`config.mk`:
```
export PLATFORM = sky130hd
export DESIGN_NAME = wb_arbiter_flat
export DESIGN_NICKNAME = d
export VERILOG_FILES = /design/src/rtl/wb_arbiter_if.sv /design/src/rtl/wb_arbiter.sv /design/src/flat_wrapper.sv
export SDC_FILE = /design/constraint.sdc
export NUM_CORES = 1
export LEC_CHECK = 0
export ABC_AREA = 1
export CORE_MARGIN = 5
export CORE_UTILIZATION = 30
export DETAILED_ROUTE_END_ITERATION = 7
export GPL_ROUTABILITY_DRIVEN = 0
export PLACE_DENSITY = 0.68
export SYNTH_ARGS = -nofsm -noshare
export SYNTH_HDL_FRONTEND = slang
export SYNTH_SLANG_ARGS = --single-unit
```
`constraint.sdc`:
```
create_clock -name clk -period 3 [get_ports clk]
set_input_delay 0.6 -clock clk [delete_from_list [all_inputs] [get_ports clk]]
set_output_delay 0.6 -clock clk [all_outputs]
set_load 0.1 [all_outputs]
```
`src/rtl/wb_arbiter_if.sv`:
```
// Bundle of the write-back arbiter's requester, register-file write port and
// issue/scoreboard signals. The slave modport is the arbiter's view.
interface wb_arbiter_if #(
    parameter int REG_ADDR_WIDTH = 5,
    parameter int REG_WIDTH      = 32,
    parameter int REG_NUM        = 32
);
    logic [2:0]                    req_valid_in;
    logic [2:0]                    req_ready_out;
    logic [3*REG_ADDR_WIDTH-1:0]   req_addr_in;
    logic [3*REG_WIDTH-1:0]        req_data_in;

    logic                          reg_wr_en_out;
    logic [REG_ADDR_WIDTH-1:0]     reg_wr_addr_out;
    logic [REG_WIDTH-1:0]          reg_wr_data_out;

    logic                          issue_en_in;
    logic [REG_ADDR_WIDTH-1:0]     issue_addr_in;
    logic                          issue_stall_out;
    logic [REG_NUM-1:0]            busy_vec_out;

    modport slave (
        input  req_valid_in, req_addr_in, req_data_in, issue_en_in, issue_addr_in,
        output req_ready_out, reg_wr_en_out, reg_wr_addr_out, reg_wr_data_out,
        issue_stall_out, busy_vec_out
    );

    modport master (
        output req_valid_in, req_addr_in, req_data_in, issue_en_in, issue_addr_in,
        input  req_ready_out, reg_wr_en_out, reg_wr_addr_out, reg_wr_data_out,
        issue_stall_out, busy_vec_out
    );
endinterface

```
`src/rtl/wb_arbiter.sv`:
```
// Round-robin write-back arbiter for ALU/LSU/CSR with a registered register-file
// write port and a busy-bit scoreboard that gates instruction issue.
module wb_arbiter #(
    parameter int REG_ADDR_WIDTH = 5,
    parameter int REG_WIDTH      = 32,
    parameter int REG_NUM        = 32
) (
    input  logic         clk,
    input  logic         rst,
    wb_arbiter_if.slave  bus
);
    typedef enum logic [1:0] {
        PTR_ALU = 2'd0,
        PTR_LSU = 2'd1,
        PTR_CSR = 2'd2
    } ptr_e;

    ptr_e                       ptr_q, ptr_d;
    logic [REG_ADDR_WIDTH-1:0]  req_addr [3];
    logic [REG_WIDTH-1:0]       req_data [3];
    logic [2:0]                 grant;
    logic [1:0]                 gnt_idx;
    logic                       xfer;

    logic                       wr_en_q, wr_en_d;
    logic [REG_ADDR_WIDTH-1:0]  wr_addr_q, wr_addr_d;
    logic [REG_WIDTH-1:0]       wr_data_q, wr_data_d;

    logic [REG_NUM-1:0]         busy_q, busy_d;
    logic [REG_NUM-1:0]         issue_hit;
    logic [REG_NUM-1:0]         set_vec;
    logic [REG_NUM-1:0]         clr_vec;
    logic                       issue_stall;
    logic                       issue_acc;

    generate
        for (genvar gi = 0; gi < 3; gi++) begin : g_unpack
            assign req_addr[gi] = bus.req_addr_in[gi*REG_ADDR_WIDTH +: REG_ADDR_WIDTH];
            assign req_data[gi] = bus.req_data_in[gi*REG_WIDTH +: REG_WIDTH];
        end
    endgenerate

    // Walk the three requesters starting at the pointer, wrapping 2 -> 0.
    always_comb begin
        grant   = 3'b000;
        gnt_idx = 2'd0;
        for (int k = 0; k < 3; k++) begin
            logic [2:0] sum;
            logic [1:0] cand;
            sum  = {1'b0, ptr_q} + 3'(k);
            cand = (sum >= 3'd3) ? 2'(sum - 3'd3) : sum[1:0];
            if (grant == 3'b000 && bus.req_valid_in[cand]) begin
                grant[cand] = 1'b1;
                gnt_idx     = cand;
            end
        end
    end

    assign xfer = |grant;

    always_comb begin
        ptr_d = ptr_q;
        if (xfer) begin
            case (gnt_idx)
                2'd0:    ptr_d = PTR_LSU;
                2'd1:    ptr_d = PTR_CSR;
                default: ptr_d = PTR_ALU;
            endcase
        end
    end

    always_ff @(posedge clk or posedge rst) begin
        if (rst) begin
            ptr_q <= PTR_ALU;
        end else begin
            ptr_q <= ptr_d;
        end
    end

    always_comb begin
        wr_en_d   = xfer;
        wr_addr_d = wr_addr_q;
        wr_data_d = wr_data_q;
        if (xfer) begin
            wr_addr_d = req_addr[gnt_idx];
            wr_data_d = req_data[gnt_idx];
        end
    end

    always_ff @(posedge clk or posedge rst) begin
        if (rst) begin
            wr_en_q   <= 1'b0;
            wr_addr_q <= '0;
            wr_data_q <= '0;
        end else begin
            wr_en_q   <= wr_en_d;
            wr_addr_q <= wr_addr_d;
            wr_data_q <= wr_data_d;
        end
    end

    // Scoreboard: retire clears at transfer time; an accepted issue sets and
    // wins over a same-cycle retire. Register 0 is never tracked.
    generate
        for (genvar gi = 0; gi < REG_NUM; gi++) begin : g_busy
            assign issue_hit[gi] = busy_q[gi] && (bus.issue_addr_in == REG_ADDR_WIDTH'(gi));
            assign set_vec[gi]   = issue_acc && (bus.issue_addr_in == REG_ADDR_WIDTH'(gi));
            assign clr_vec[gi]   = xfer && (req_addr[gnt_idx] == REG_ADDR_WIDTH'(gi));
            if (gi == 0) begin : g_zero
                assign busy_d[gi] = 1'b0;
            end else begin : g_reg
                assign busy_d[gi] = set_vec[gi] | (busy_q[gi] & ~clr_vec[gi]);
            end
        end
    endgenerate

    assign issue_stall = bus.issue_en_in && (|issue_hit);
    assign issue_acc   = bus.issue_en_in && !issue_stall && (bus.issue_addr_in != '0);

    always_ff @(posedge clk or posedge rst) begin
        if (rst) begin
            busy_q <= '0;
        end else begin
            busy_q <= busy_d;
        end
    end

    assign bus.req_ready_out   = grant;
    assign bus.reg_wr_en_out   = wr_en_q;
    assign bus.reg_wr_addr_out = wr_addr_q;
    assign bus.reg_wr_data_out = wr_data_q;
    assign bus.issue_stall_out = issue_stall;
    assign bus.busy_vec_out    = busy_q;
endmodule

```
`src/flat_wrapper.sv`:
```
// flat-port wrapper written by rule: the top's interface ports become plain ports
module wb_arbiter_flat 
#(
    parameter int REG_ADDR_WIDTH = 5,
    parameter int REG_WIDTH      = 32,
    parameter int REG_NUM        = 32
)
  (clk, rst, bus_req_valid_in, bus_req_addr_in, bus_req_data_in, bus_issue_en_in, bus_issue_addr_in, bus_req_ready_out, bus_reg_wr_en_out, bus_reg_wr_addr_out, bus_reg_wr_data_out, bus_issue_stall_out, bus_busy_vec_out);
  wb_arbiter_if #(.REG_ADDR_WIDTH(REG_ADDR_WIDTH), .REG_WIDTH(REG_WIDTH), .REG_NUM(REG_NUM)) bus_i ();
  input  logic clk;
  input  logic rst;
  input wire logic [$bits(bus_i.req_valid_in)-1:0] bus_req_valid_in;
  input wire logic [$bits(bus_i.req_addr_in)-1:0] bus_req_addr_in;
  input wire logic [$bits(bus_i.req_data_in)-1:0] bus_req_data_in;
  input wire logic [$bits(bus_i.issue_en_in)-1:0] bus_issue_en_in;
  input wire logic [$bits(bus_i.issue_addr_in)-1:0] bus_issue_addr_in;
  output wire logic [$bits(bus_i.req_ready_out)-1:0] bus_req_ready_out;
  output wire logic [$bits(bus_i.reg_wr_en_out)-1:0] bus_reg_wr_en_out;
  output wire logic [$bits(bus_i.reg_wr_addr_out)-1:0] bus_reg_wr_addr_out;
  output wire logic [$bits(bus_i.reg_wr_data_out)-1:0] bus_reg_wr_data_out;
  output wire logic [$bits(bus_i.issue_stall_out)-1:0] bus_issue_stall_out;
  output wire logic [$bits(bus_i.busy_vec_out)-1:0] bus_busy_vec_out;
  assign bus_i.req_valid_in = bus_req_valid_in;
  assign bus_i.req_addr_in = bus_req_addr_in;
  assign bus_i.req_data_in = bus_req_data_in;
  assign bus_i.issue_en_in = bus_issue_en_in;
  assign bus_i.issue_addr_in = bus_issue_addr_in;
  assign bus_req_ready_out = bus_i.req_ready_out;
  assign bus_reg_wr_en_out = bus_i.reg_wr_en_out;
  assign bus_reg_wr_addr_out = bus_i.reg_wr_addr_out;
  assign bus_reg_wr_data_out = bus_i.reg_wr_data_out;
  assign bus_issue_stall_out = bus_i.issue_stall_out;
  assign bus_busy_vec_out = bus_i.busy_vec_out;
  wb_arbiter #(.REG_ADDR_WIDTH(REG_ADDR_WIDTH), .REG_WIDTH(REG_WIDTH), .REG_NUM(REG_NUM)) u_core (.clk(clk), .rst(rst), .bus(bus_i));
endmodule
```
== Word-level counts from Yosys, hierarchy flattened ==
Cells that the tools add are included.
W data, S select, Z words.

* Add/subtract/negate cells: 5
* Order comparisons: 10
* Equal/unequal tests: 63
* Multiplexer cells: 28
* Bitwise gates (word level): 96
* Reductions and logical operators: 108

{| class="wikitable"
|+ Operators by type and width
! cell !! number
|-
| $eq A5 B5 Y1 const B || 32
|-
| $logic_and A1 B1 Y1 || 101
|-
| $eq A5 B4 Y1 const B || 16
|-
| $bmux W32 S2 || 1
|-
| $mux W32 || 2
|-
| $eq A5 B3 Y1 const B || 8
|-
| $and A1 B1 Y1 || 31
|-
| $not A1 Y1 || 31
|-
| $or A1 B1 Y1 || 31
|-
| $reduce_or A31 Y1 || 1
|-
| $eq A5 B2 Y1 const B || 4
|-
| $mux W2 || 6
|-
| $bmux W5 S2 || 1
|-
| $eq A5 B1 Y1 const B || 2
|-
| $mux W5 || 2
|-
| $lt A2 B3 Y1 const B || 3
|-
| $mux W3 || 3
|-
| $bmux W1 S2 || 3
|-
| $demux W1 S2 || 3
|-
| $ge A2 B1 Y1 const B || 3
|-
| $ge A3 B2 Y1 const B || 2
|-
| $logic_not A3 Y1 || 2
|-
| $mux W1 || 6
|-
| $or A3 B3 Y3 || 2
|-
| 12 further kinds || 14
|}

* Bits in registers: 71
* Output and inout bits: 74
* Logic and storage cells: 315

== Logic depth before layout (Yosys ltp) ==
Gate-level depths: netlist of the first run.

* Depth in word-level cells: 22
* Depth in mapped cells: 21
* Depth with buffers taken out: 20

== Worst setup path after synthesis of the first run ==
No wires, ideal clock.

* Kind: input -> output
* Start: in bus_issue_addr_in[4]
* End: out bus_issue_stall_out
* Arrival: 3.086 ns
* Required time: 2.400 ns
* Setup slack: -0.686 ns
* Stages: 9
* Path buffers: 3
* Cell sequence: buf_2 inv_1 buf_2 buf_2 nor3_1 nand2_1 nand4_1 nor2_1 a21oi_1

* Word-level cells in the longest chain between the ends: 4

{| class="wikitable"
|+ Ends and longest elaborated chain
! what !! RTL line !! RTL
|-
| from (decl) || flat_wrapper.sv:16 || <nowiki>input wire logic [$bits(bus_i.issue_addr_in)-1:0] bus_issue_addr_in;</nowiki>
|-
| $eq A5 B1 Y1, or another cell as far along || wb_arbiter.sv:106 || <nowiki>assign issue_hit[gi] = busy_q[gi] && (bus.issue_addr_in == REG_ADDR_WIDTH'(gi));</nowiki>
|-
| $logic_and A1 B1 Y1 || wb_arbiter.sv:106 ||
|-
| $reduce_or A31 Y1 (*) || wb_arbiter.sv:117 || <nowiki>assign issue_stall = bus.issue_en_in && (|issue_hit);</nowiki>
|-
| $logic_and A1 B1 Y1 (*) || wb_arbiter.sv:117 ||
|-
| to (decl) || flat_wrapper.sv:21 || <nowiki>output wire logic [$bits(bus_i.issue_stall_out)-1:0] bus_issue_stall_out;</nowiki>
|}

Mark *: on every way between the ends. The rest lies on a longest branch, timed or not.

== Worst setup path after layout of the first run ==
* Start: reg u_core.ptr_q[0]
* End: reg u_core.busy_q[2] (netlist: u_core.bus.busy_vec_out[2])

* Word-level cells in the longest chain between the ends: 22

{| class="wikitable"
|+ Ends and longest elaborated chain
! what !! RTL line !! RTL
|-
| from (decl) || wb_arbiter.sv:18 || <nowiki>ptr_e ptr_q, ptr_d;</nowiki>
|-
| from (signal assigned) || wb_arbiter.sv:76 || <nowiki>ptr_q <= ptr_d;</nowiki>
|-
| parallel branches: the longest is 18 deep, another holds $add A2 B1 Y3 || n/a ||
|-
| $logic_and A1 B1 Y1 (*) || wb_arbiter.sv:108 || <nowiki>assign clr_vec[gi] = xfer && (req_addr[gnt_idx] == REG_ADDR_WIDTH'(gi));</nowiki>
|-
| $not A1 Y1 (*) || wb_arbiter.sv:112 || <nowiki>assign busy_d[gi] = set_vec[gi] | (busy_q[gi] & ~clr_vec[gi]);</nowiki>
|-
| $and A1 B1 Y1 (*) || wb_arbiter.sv:112 ||
|-
| $or A1 B1 Y1 (*) || wb_arbiter.sv:112 ||
|-
| via u_core.busy_d[2] || wb_arbiter.sv:29 || <nowiki>logic [REG_NUM-1:0] busy_q, busy_d;</nowiki>
|-
| to (signal assigned) || wb_arbiter.sv:124 || <nowiki>busy_q <= busy_d;</nowiki>
|-
| to (decl) || wb_arbiter.sv:29 ||
|}

Mark *: on every way through the listed nets, which the timed path passes. The select of a mux whose other input is x is not followed.
A chain may end at the register's enable or synchronous reset.

==> summary.md, run 1 <==
| Metric | Value |
|---|---|
| Placement Cell Area | `7338 sq um` |
| Clock root cell | `clkbuf_16` |
| Buf/Inv on CP | `5` |
| YS warnings | `0` |
| Hold_buf cts | `0` |
| Nets | `1065` |
| Clock Sinks | `71` |
| Final period utilization | `1.021` |
| Initial core utilization | `0.3086` |
| Routed len/inst | `16.13 microns` |
| Final hold viol count | `0` |
| Startpoint type of the worst setup path | `flip-flop` |
| Die width | `135.5 microns` |
| FP Rows | `45` |
| Layout cells sized above 1 | `0.3210` |
| H-tree Lvls | `3` |
| Layout Skew | `0.01265 ns` |
| Cells after Synth | `672` |
| GRT Util Overall | `0.1910` |
| Drt first pass iters | `7` |
| Hold WS | `0.4864 ns` |
| Min-delay worst type | `flip-flop to flip-flop` |
| Critical path depth | `23` |
| Die area | `18360 sq um` |
| Cell at the slowest stage of the critical path | `dfrtp_2` |
| Layout area overhead | `76.67%` |
| Clock buffer depth | `2` |
| Core area | `15310 sq um` |
| Worst Tran Pin Value | `0.5508 ns` |
| Final ANT Viol Nets | `0` |
| Distinct cell type count after synthesis | `40` |
| DRC viols | `0` |
| WL final | `18.64 mm` |
| Number of port buffers | `194` |
| Sequential fraction of the synthesis area | `0.3760` |
| Avg Inst Size Synth | `7.032 sq um` |
| Crit-path cells | `inv_2 > ha_4 > inv_4 > nand2_1 > nand2_1 > nand2_2 > nor2_4 > nand2_2 > o21bai_4 > nor2_8 > nand3_4 > buf_6 > nand2_4 > nand2_4 > buf_6 > nand2_1 > nand3_2 > nand2_2 > nor2_4 > clkbuf_16 > nand3_1 > nand2_1 > nand2_1` |
| Post-route design area | `8349 sq um` |
| First-pass GRT wire length | `27.79 mm` |
| Most frequent CP cell | `nand2_1` |
| Seq cells post-synth | `71` |
| Hold Path Depth | `2` |
| Routed vias/inst | `4.915` |
| Critical Path End Type | `flip-flop` |
| Worst slew margin | `0.6311` |
| Family with the most delay on the worst path | `simple AND/OR/NAND/NOR gates` |
| CTS tree | `yes` |
| Setup TNS | `-0.06169 ns` |
| Die Y | `135.5 microns` |
| Synth Cell Area | `4726 sq um` |
| MaxCap Viol Count | `0` |
| Final worst setup slack | `-0.06169 ns` |
| Maximum clock rate | `326.6 MHz` |
| Post-DP HPWL | `13.68 mm` |
| CP max FO | `8` |
| Max Slew Vio Count | `0` |
| Status | `finished with violations` |
| RSZ-0062 raised after global routing | `true` |
| GRT overflow | `0` |
| WS Path Type | `flip-flop to flip-flop` |
| WP data arrival | `3.30 ns` |
| Vias in the first global route | `5449` |
| Syn_nets | `798` |
| Worst skew pair latency | `0.35 ns` |
| Fin crit period | `3.062 ns` |
| Worst stage delay on the critical path | `0.46 ns` |
| CP required | `3.24 ns` |
| Largest net degree at the start of global routing | `37` |
| Failing checks | `negative setup slack` |
| Final Setup Violations | `1` |
| Vias | `5682` |
| Initial DRC count | `371` |
| Worst Reg-to-Reg Cells | `23` |
| I/O pins | `196` |
| TritonCTS Buffers | `9` |
| Clock transition at path regs | `0.07 ns` |
| Antenna violations before repair | `1` |
==> sequential cells by signal (all words and copies together) (netlist names) <==
| signal | count |
|---|---|
| u_core.bus.reg_wr_data_out | 32 |
| u_core.bus.reg_wr_addr_out | 5 |
| u_core.bus.busy_vec_out | 31 |
| u_core.bus.reg_wr_en_out | 1 |
| u_core.ptr_q | 2 |
==> metal layers <==
metal / up-vias / global-route usage / share of wire
met1: 2602 / 0.2238 / 0.39
met3: 43 / 0.06464 / 0.095
met2: 251 / 0.3189 / 0.48
met4: 0 / 0.08175 / 0.031
li1: 2786 / - / -
met5: - / 0 / 0
==> cell usage in the layout (no fill, tap or decap), types with 4 or more instances in the layout <==
master / netlist / routed
nand2_1: 226 / 213
buf_4: 5 / 141
clkdlybuf4s50_1: 0 / 116
dfrtp_1: 71 / 70
a21oi_1: 66 / 65
nand3_1: 85 / 58
o21ai_1: 28 / 29
inv_1: 36 / 29
nand3_2: 4 / 27
nand4_1: 22 / 22
buf_12: 0 / 20
nand2_2: 11 / 19
nor2_4: 10 / 16
o21ai_0: 12 / 11
nor2_1: 22 / 11
clkbuf_16: 0 / 10
buf_6: 2 / 10
inv_2: 3 / 8
nor2_2: 3 / 8
nand3_4: 2 / 6
nand2_4: 0 / 5
nor4_2: 0 / 5
or2_2: 4 / 4
==> repair_timing <==
item | CTS | global route
setup endpoints to repair | 4 | 51
endpoints found under the hold margin | 0 | 0
gates resized for setup | 24 | 78
gates cloned | 0 | 2
setup buffers | 6 | 16
pin swaps | 7 | 37
==> per-stage QoR <==
stage                     utilization  setup slack [ns]  cells
after floorplan                     -           0.01514    672
after CTS                      0.5096          -0.02379   1137
final                          0.5452          -0.06169   1156
after detailed placement       0.4792           -0.1430   1115
after global placement         0.4792           -0.1601   1115
after global routing           0.5452           -0.1872   1156
==> cell usage after synthesis (all sizes together) <==
cell type	instances	area share
a21oi	67	0.073
a22o	1	0.0019
a31oi	2	0.0040
a32o	1	0.0021
and3	1	0.0013
buf	29	0.036
clkbuf	8	0.0066
conb	1	0.00079
dfrtp	71	0.38
ha	4	0.011
inv	39	0.031
nand2	237	0.19
nand3	91	0.11
nand4	22	0.029
nor2	36	0.050
nor3	5	0.0053
nor4	5	0.0066
o2111a	2	0.0048
o2111ai	1	0.0019
o21ai	42	0.048
o21bai	1	0.0040
o22ai	1	0.0013
or2	5	0.0066
==> worst paths after layout <==
path,startpoint,end,slack [ns]
max reg2reg,u_core.ptr_q[0],u_core.bus.busy_vec_out[2],-0.06
max in group asynchronous,rst,u_core.bus.busy_vec_out[26],1.81
min reg2reg,u_core.bus.reg_wr_data_out[31],u_core.bus.reg_wr_data_out[31],0.49
max,u_core.ptr_q[0],u_core.bus.busy_vec_out[2],-0.06
min in group asynchronous,rst,u_core.bus.reg_wr_data_out[27],0.52
min,u_core.bus.reg_wr_data_out[31],u_core.bus.reg_wr_data_out[31],0.49
==> worst reg2reg max path, stage by stage, from the launching register on <==
cell       delay [ns]
dfrtp_2          0.46
inv_2            0.10
ha_4             0.22
inv_4            0.07
nand2_1          0.05
nand2_1          0.08
nand2_2          0.07
nor2_4           0.19
nand2_2          0.10
o21bai_4         0.21
nor2_8           0.08
nand3_4          0.10
buf_6            0.12
nand2_4          0.05
nand2_4          0.10
buf_6            0.09
nand2_1          0.05
nand3_2          0.10
nand2_2          0.08
nor2_4           0.19
clkbuf_16        0.19
nand3_1          0.09
nand2_1          0.11
nand2_1          0.07
==> final cells by class <==
cell class,instances,area [sq um]
multi-input combinational,525,3005
inverter,39,151.4
clock buffer,11,252.7
fill,1408,6965
sequential,71,1778
clock inverter,5,86.33
tap,211,264.0
antenna,1,2.502
timing repair buffer,293,2809
==> logic make-up (layout without fill, tap and decap cells) <==
kind of cell             count (synthesis)  count (layout)  synth area share
flip-flops                              71              71            0.3760
AO/OA/AOI/OAI                          118             118            0.1409
buffers and inverters                   76             348           0.07334
adder cells (fa/ha/maj)                  4               4           0.01059
AND/OR/NAND/NOR                        402             402            0.3985
other                                    1               2         0.0007935
Power of run 1 is left out: the tool's default activity adds up to more than one toggle a clock period on the data nets, which glitch-free logic cannot reach.
==> run 2: changes to the inputs <==
--- a/config.mk
+++ b/config.mk
@@ -6,11 +6,10 @@
 export NUM_CORES = 1
 export LEC_CHECK = 0
 export ABC_AREA = 1
-export CORE_MARGIN = 5
-export CORE_UTILIZATION = 30
+export CORE_UTILIZATION = 39
 export DETAILED_ROUTE_END_ITERATION = 7
 export GPL_ROUTABILITY_DRIVEN = 0
-export PLACE_DENSITY = 0.68
+export PLACE_DENSITY = 0.82
 export SYNTH_ARGS = -nofsm -noshare
 export SYNTH_HDL_FRONTEND = slang
 export SYNTH_SLANG_ARGS = --single-unit
==> summary.md, run 2 (same netlist as run 1, synthesis figures left out) <==
| Metric | Value |
|---|---|
| Vias | `5824 (was 5682)` |
| Initial core utilization | `0.4069 (was 0.3086)` |
| DRC viols | `7 (was 0)` |
| Largest net degree at the start of global routing | `72 (was 37)` |
| Routed vias/inst | `5.383 (was 4.915)` |
| Area occupied by multi-input gates | `3014 sq um (was 3005 sq um)` |
| Layout area overhead | `70.53% (was 76.67%)` |
| Die area | `12560 sq um (was 18360 sq um)` |
| Max Slew Vio Count | `0 (unchanged)` |
| WS Path Type | `flip-flop to flip-flop (unchanged)` |
| GRT overflow | `0 (unchanged)` |
| MaxCap Viol Count | `0 (unchanged)` |
| Nets | `1060 (was 1065)` |
| Failing checks | `design-rule violations (was negative setup slack)` |
| Leading cell type in the layout, fill and taps excluded | `nand2_1 (unchanged)` |
| H-tree Lvls | `3 (unchanged)` |
| Layout cells sized above 1 | `0.3174 (was 0.3210)` |
| Ant diodes | `0 (was 1)` |
| R2r setup slk | `0.01 ns (was -0.06 ns)` |
| Vias in the first global route | `5451 (was 5449)` |
| Final hold viol count | `0 (unchanged)` |
| Drt first pass iters | `7 (unchanged)` |
| RSZ-0062 raised after global routing | `true (unchanged)` |
| Final Setup Violations | `0 (was 1)` |
| Worst setup path start | `u_core.ptr_q[0] (unchanged)` |
| Core area | `11610 sq um (was 15310 sq um)` |
| Initial DRC count | `350 (was 371)` |
| Filler cell count in the final layout | `910 (was 1408)` |
| Clock Sinks | `71 (unchanged)` |
| Reg2reg start | `u_core.ptr_q[0] (unchanged)` |
| First-pass GRT wire length | `26.51 mm (was 27.79 mm)` |
| Reg2reg end | `u_core.bus.busy_vec_out[1] (was u_core.bus.busy_vec_out[2])` |
| GRT Util Overall | `0.2677 (was 0.1910)` |
| Clock buffer depth | `2 (unchanged)` |
| TritonCTS Buffers | `9 (unchanged)` |
| Sequential cell area | `1778 sq um (unchanged)` |
| Die Y | `112.1 microns (was 135.5 microns)` |
| Number of port buffers | `194 (unchanged)` |
| Worst Reg-to-Reg Cells | `22 (was 23)` |
| Hold_buf cts | `0 (unchanged)` |
| Placed cell count | `1041 (was 1115)` |
| I/O pins | `196 (unchanged)` |
| Antenna violations before repair | `0 (was 1)` |
| WL final | `17.61 mm (was 18.64 mm)` |
| Final period utilization | `0.9966 (was 1.021)` |
| CP required | `3.21 ns (was 3.24 ns)` |
| Startpoint type of the worst setup path | `flip-flop (unchanged)` |
| Final worst setup slack | `0.01026 ns (was -0.06169 ns)` |
| Post-Layout Cell Count | `1082 (was 1156)` |
| Most frequent cells in the layout | `nand2_1 (213), buf_4 (149), clkdlybuf4s50_1 (114), dfrtp_1 (70), a21oi_1 (65) (was nand2_1 (213), buf_4 (141), clkdlybuf4s50_1 (116), dfrtp_1 (70), a21oi_1 (65))` |
| Critical Path End Type | `flip-flop (unchanged)` |
| Min-delay worst type | `flip-flop to flip-flop (unchanged)` |
| FP Rows | `39 (was 45)` |
| Finished Core Util | `0.6939 (was 0.5452)` |
| Routed len/inst | `16.27 microns (was 16.13 microns)` |
| Post-DP HPWL | `12.17 mm (was 13.68 mm)` |
| Hold path start | `u_core.bus.reg_wr_data_out[7] (was u_core.bus.reg_wr_data_out[31])` |
| Worst skew pair latency | `0.34 ns (was 0.35 ns)` |
| Die width | `112.1 microns (was 135.5 microns)` |
| Maximum clock rate | `334.5 MHz (was 326.6 MHz)` |
| Max FFs per register | `32 (unchanged)` |
| Final ANT Viol Nets | `0 (unchanged)` |
| Clock transition at path regs | `0.06 ns (was 0.07 ns)` |
| CTS tree | `yes (unchanged)` |
| Clock root cell | `clkbuf_16 (unchanged)` |
| DP Worst Slack | `-0.1294 ns (was -0.1430 ns)` |
| CP Capture Point | `u_core.bus.busy_vec_out[1] (was u_core.bus.busy_vec_out[2])` |
| Status | `finished with violations (unchanged)` |
| WP data arrival | `3.20 ns (was 3.30 ns)` |
| Layout Skew | `0.01068 ns (was 0.01265 ns)` |
| Fin crit period | `2.990 ns (was 3.062 ns)` |
| CP max FO | `8 (unchanged)` |
## run 2: worst min-delay path by stage
stage	to	slack (ns)	cells after the start
after CTS	u_core.bus.reg_wr_data_out[19]	0.49	2
final	u_core.bus.reg_wr_data_out[7]	0.48	2
after global placement	u_core.bus.reg_wr_data_out[17]	0.47	2
after detailed placement	u_core.bus.reg_wr_data_out[17]	0.48	2
after global routing	u_core.bus.reg_wr_data_out[25]	0.52	2
after floorplan	u_core.ptr_q[1]	0.62	2
## run 2: metal layers
layer  up-vias  track usage  part of all wire  wire [microns]
li1       2773            -                 -               -
met1      2641       0.3095              0.37            6585
met2       329       0.4443              0.48            8497
met3        81      0.07505             0.092            1613
met4         0       0.1591             0.052             908
met5         -            0                 0               0
## run 2: layout make-up
class / count / area share
Multi-Input combinational cell: 525 / 0.3740
Timing Repair Buffer: 288 / 0.3298
Sequential cell: 71 / 0.2206
Clock buffer: 11 / 0.03012
Tap cell: 143 / 0.02220
Inverter: 39 / 0.01910
Clock inverter: 5 / 0.004192
## run 2: repair_timing
item,CTS,global route
pin swaps,10,38
setup endpoints to repair,3,69
gates cloned,0,1
setup buffers,10,15
endpoints found under the hold margin,0,0
resized for setup,30,75
## run 2: stage by stage
stage          hold WS (ns)  setup TNS [ns]  instance area (sq um)
6_report             0.4847               0                   8059
3_5_place_dp         0.4751          -5.198                   7133
3_3_place_gp         0.4691          -2.642                   7133
5_1_grt              0.5164          -1.780                   8059
4_1_cts              0.4928               0                   7572
2_1_floorplan        0.6185               0                   4776
## run 2: worst max-delay path, stage by stage, from the launching register on
cell and delay [ns]:
dfrtp_1 0.40, inv_2 0.09, ha_4 0.23, inv_6 0.07, nand2_1 0.05, nand2_1 0.07, nand2_2 0.06, nor2_4 0.18
nand2_4 0.08, o21bai_4 0.21, nor2_8 0.06, buf_6 0.14, buf_4 0.14, nand3_2 0.10, buf_4 0.14, nand3_1 0.11
nand3_1 0.10, nand2_2 0.11, nor2_4 0.12, buf_12 0.14, nand3_1 0.09, nand2_1 0.09, nand2_1 0.08
Power of run 2 is left out for the same reason.
==> run 3: changes to the inputs <==
--- a/config.mk
+++ b/config.mk
@@ -6,10 +6,13 @@
 export NUM_CORES = 1
 export LEC_CHECK = 0
 export ABC_AREA = 1
+export CAP_MARGIN = 10
 export CORE_UTILIZATION = 39
 export DETAILED_ROUTE_END_ITERATION = 7
 export GPL_ROUTABILITY_DRIVEN = 0
+export GPL_TIMING_DRIVEN = 1
 export PLACE_DENSITY = 0.82
+export SETUP_SLACK_MARGIN = 0.05
 export SYNTH_ARGS = -nofsm -noshare
 export SYNTH_HDL_FRONTEND = slang
 export SYNTH_SLANG_ARGS = --single-unit
==> summary.md, run 3 (same netlist as run 1, synthesis figures left out) <==
| Metric | Value |
|---|---|
| WS Path Type | `flip-flop to flip-flop (unchanged)` |
| Number of port buffers | `194 (unchanged)` |
| DRC viols | `6 (was 7)` |
| WL final | `20.18 mm (was 17.61 mm)` |
| Core area | `11610 sq um (unchanged)` |
| Crit-path cells | `inv_2 > ha_4 > inv_4 > nand2_2 > nand2_2 > nand2_2 > nor2_4 > buf_4 > nand4_1 > nand2_2 > nor2_4 > buf_4 > nand3_4 > buf_4 > nand3_1 > nand3_1 > nand2_2 > nor2_4 > nand3_2 > nand2_1 > nand2_1 (was inv_2 > ha_4 > inv_6 > nand2_1 > nand2_1 > nand2_2 > nor2_4 > nand2_4 > o21bai_4 > nor2_8 > buf_6 > buf_4 > nand3_2 > buf_4 > nand3_1 > nand3_1 > nand2_2 > nor2_4 > buf_12 > nand3_1 > nand2_1 > nand2_1)` |
| Routed vias/inst | `5.653 (was 5.383)` |
| Filler cell count in the final layout | `829 (was 910)` |
| Startpoint type of the worst setup path | `flip-flop (unchanged)` |
| Max Slew Vio Count | `0 (unchanged)` |
| I/O pins | `196 (unchanged)` |
| Critical Path End Type | `flip-flop (unchanged)` |
| Maximum clock rate | `311.7 MHz (was 334.5 MHz)` |
| Layout cells sized above 1 | `0.3361 (was 0.3174)` |
| Die width | `112.1 microns (unchanged)` |
| Fin crit period | `3.209 ns (was 2.990 ns)` |
| FP Rows | `39 (unchanged)` |
| Ant diodes | `0 (unchanged)` |
| Worst skew pair latency | `0.34 ns (about the same)` |
| Clock buffer depth | `2 (unchanged)` |
| Final worst setup slack | `-0.2087 ns (was 0.01026 ns)` |
| Drt first pass iters | `8 (was 7)` |
| Initial DRC count | `726 (was 350)` |
| H-tree Lvls | `3 (unchanged)` |
| Routed len/inst | `18.43 microns (was 16.27 microns)` |
| Finished Core Util | `0.7169 (was 0.6939)` |
| Layout area overhead | `76.17% (was 70.53%)` |
| Nets | `1073 (was 1060)` |
| GRT overflow | `0 (unchanged)` |
| WP data arrival | `3.43 ns (was 3.20 ns)` |
| Layout Skew | `0.007200 ns (was 0.01068 ns)` |
| CP required | `3.22 ns (was 3.21 ns)` |
| Leading cell type in the layout, fill and taps excluded | `nand2_1 (unchanged)` |
| First-pass GRT wire length | `28.42 mm (was 26.51 mm)` |
| TritonCTS Buffers | `9 (unchanged)` |
| Most frequent CP cell | `nand2_2 (was nand2_1)` |
| Most frequent cells in the layout | `nand2_1 (203), buf_4 (148), clkdlybuf4s50_1 (114), dfrtp_1 (69), nand3_1 (63) (was nand2_1 (213), buf_4 (149), clkdlybuf4s50_1 (114), dfrtp_1 (70), a21oi_1 (65))` |
| Clock root cell | `clkbuf_16 (unchanged)` |
| Cell at the slowest stage of the critical path | `dfrtp_2 (was dfrtp_1)` |
| GRT Util Overall | `0.2866 (was 0.2677)` |
| Setup TNS | `-4.986 ns (was 0 ns)` |
| Final Setup Violations | `35 (was 0)` |
| Vias in the first global route | `5773 (was 5451)` |
| Clock transition at path regs | `0.06 ns (about the same)` |
| Final hold viol count | `0 (unchanged)` |
| Antenna violations before repair | `0 (unchanged)` |
| Largest net degree at the start of global routing | `72 (unchanged)` |
| Status | `finished with violations (unchanged)` |
| Min-delay worst type | `flip-flop to flip-flop (unchanged)` |
| CP max FO | `8 (unchanged)` |
| Failing checks | `design-rule violations, negative setup slack (was design-rule violations)` |
| Clock Sinks | `71 (unchanged)` |
| CTS tree | `yes (unchanged)` |
| Vias | `6190 (was 5824)` |
| Die area | `12560 sq um (unchanged)` |
| Final ANT Viol Nets | `0 (unchanged)` |
| MaxCap Viol Count | `0 (unchanged)` |
| Final period utilization | `1.070 (was 0.9966)` |
| Max FFs per register | `32 (unchanged)` |
| Worst stage delay on the critical path | `0.46 ns (was 0.40 ns)` |
| Die Y | `112.1 microns (unchanged)` |
| RSZ-0062 raised after global routing | `true (unchanged)` |
| Post-DP HPWL | `12.33 mm (was 12.17 mm)` |
| Initial core utilization | `0.4069 (unchanged)` |
==> run 3: cell types whose count changed in the layout (fill, tap and decap cells not counted), moves of 4 or more <==
cell,previous run,this run
a21oi_1,65,61
nand2_2,18,26
nand3_2,25,21
nand2_1,213,203
buf_6,4,13
a21oi_2,0,4
==> run 3: worst max-delay path, delay by kind of cell (launching register included) <==
family        cells  cell delay (ns)
simple gates     15             1.74
flops             1             0.46
buf+inv           5             0.65
fa+ha+maj         1             0.23
==> run 3: repair_timing <==
| item | in CTS | in global routing |
|---|---|---|
| hold buffers | 0 | 0 |
| buffers inserted | 14 | 16 |
| cloned | 0 | 2 |
| resized for setup | 50 | 87 |
| endpoints found under the setup margin | 4 | 65 |
| pin swaps | 10 | 30 |
==> run 3: routing by layer <==
| layer | vias up | global-route usage | share of wire | wire, microns |
|---|---|---|---|---|
| met5 | - | 0 | 0 | 0 |
| li1 | 2811 | - | - | - |
| met2 | 456 | 0.4861 | 0.48 | 9710 |
| met4 | 0 | 0.1742 | 0.057 | 1152 |
| met3 | 123 | 0.06641 | 0.095 | 1909 |
| met1 | 2800 | 0.3300 | 0.37 | 7410 |
==> run 3: final timing paths <==
check / start / endpoint / slack [ns] / cells after the start
setup / recovery: u_core.ptr_q[0] / u_core.bus.busy_vec_out[7] / -0.21 / 21
hold / removal: u_core.bus.reg_wr_data_out[17] / u_core.bus.reg_wr_data_out[17] / 0.49 / 2
setup reg to reg: u_core.ptr_q[0] / u_core.bus.busy_vec_out[7] / -0.21 / 21
hold reg to reg: u_core.bus.reg_wr_data_out[17] / u_core.bus.reg_wr_data_out[17] / 0.49 / 2
max in group asynchronous: rst / u_core.ptr_q[1] / 2.02 / 3
min in group asynchronous: rst / u_core.bus.reg_wr_data_out[7] / 0.64 / 3
==> run 3: final cells by class <==
class / instances / area, sq um / area share
multi-input combinational: 526 / 3060 / 0.3676
timing repair buffer: 300 / 2819 / 0.3386
sequential: 71 / 1779 / 0.2137
clock buffer: 11 / 232.7 / 0.02795
tap: 143 / 178.9 / 0.02149
inverter: 39 / 148.9 / 0.01788
clock inverter: 5 / 106.4 / 0.01277
==> run 3: metrics by stage <==
stage	worst slack, ns	std cells	area, sq um	hold WS, ns
after detailed placement	-0.2061	1047	7178	0.4742
after CTS	0.01910	1077	7818	0.4880
after global placement	-0.1621	1047	7178	0.4678
after floorplan	0.01673	672	4776	0.6036
final	-0.2087	1095	8325	0.4879
after global routing	-0.3032	1095	8325	0.5117
Power of run 3 is left out for the same reason.
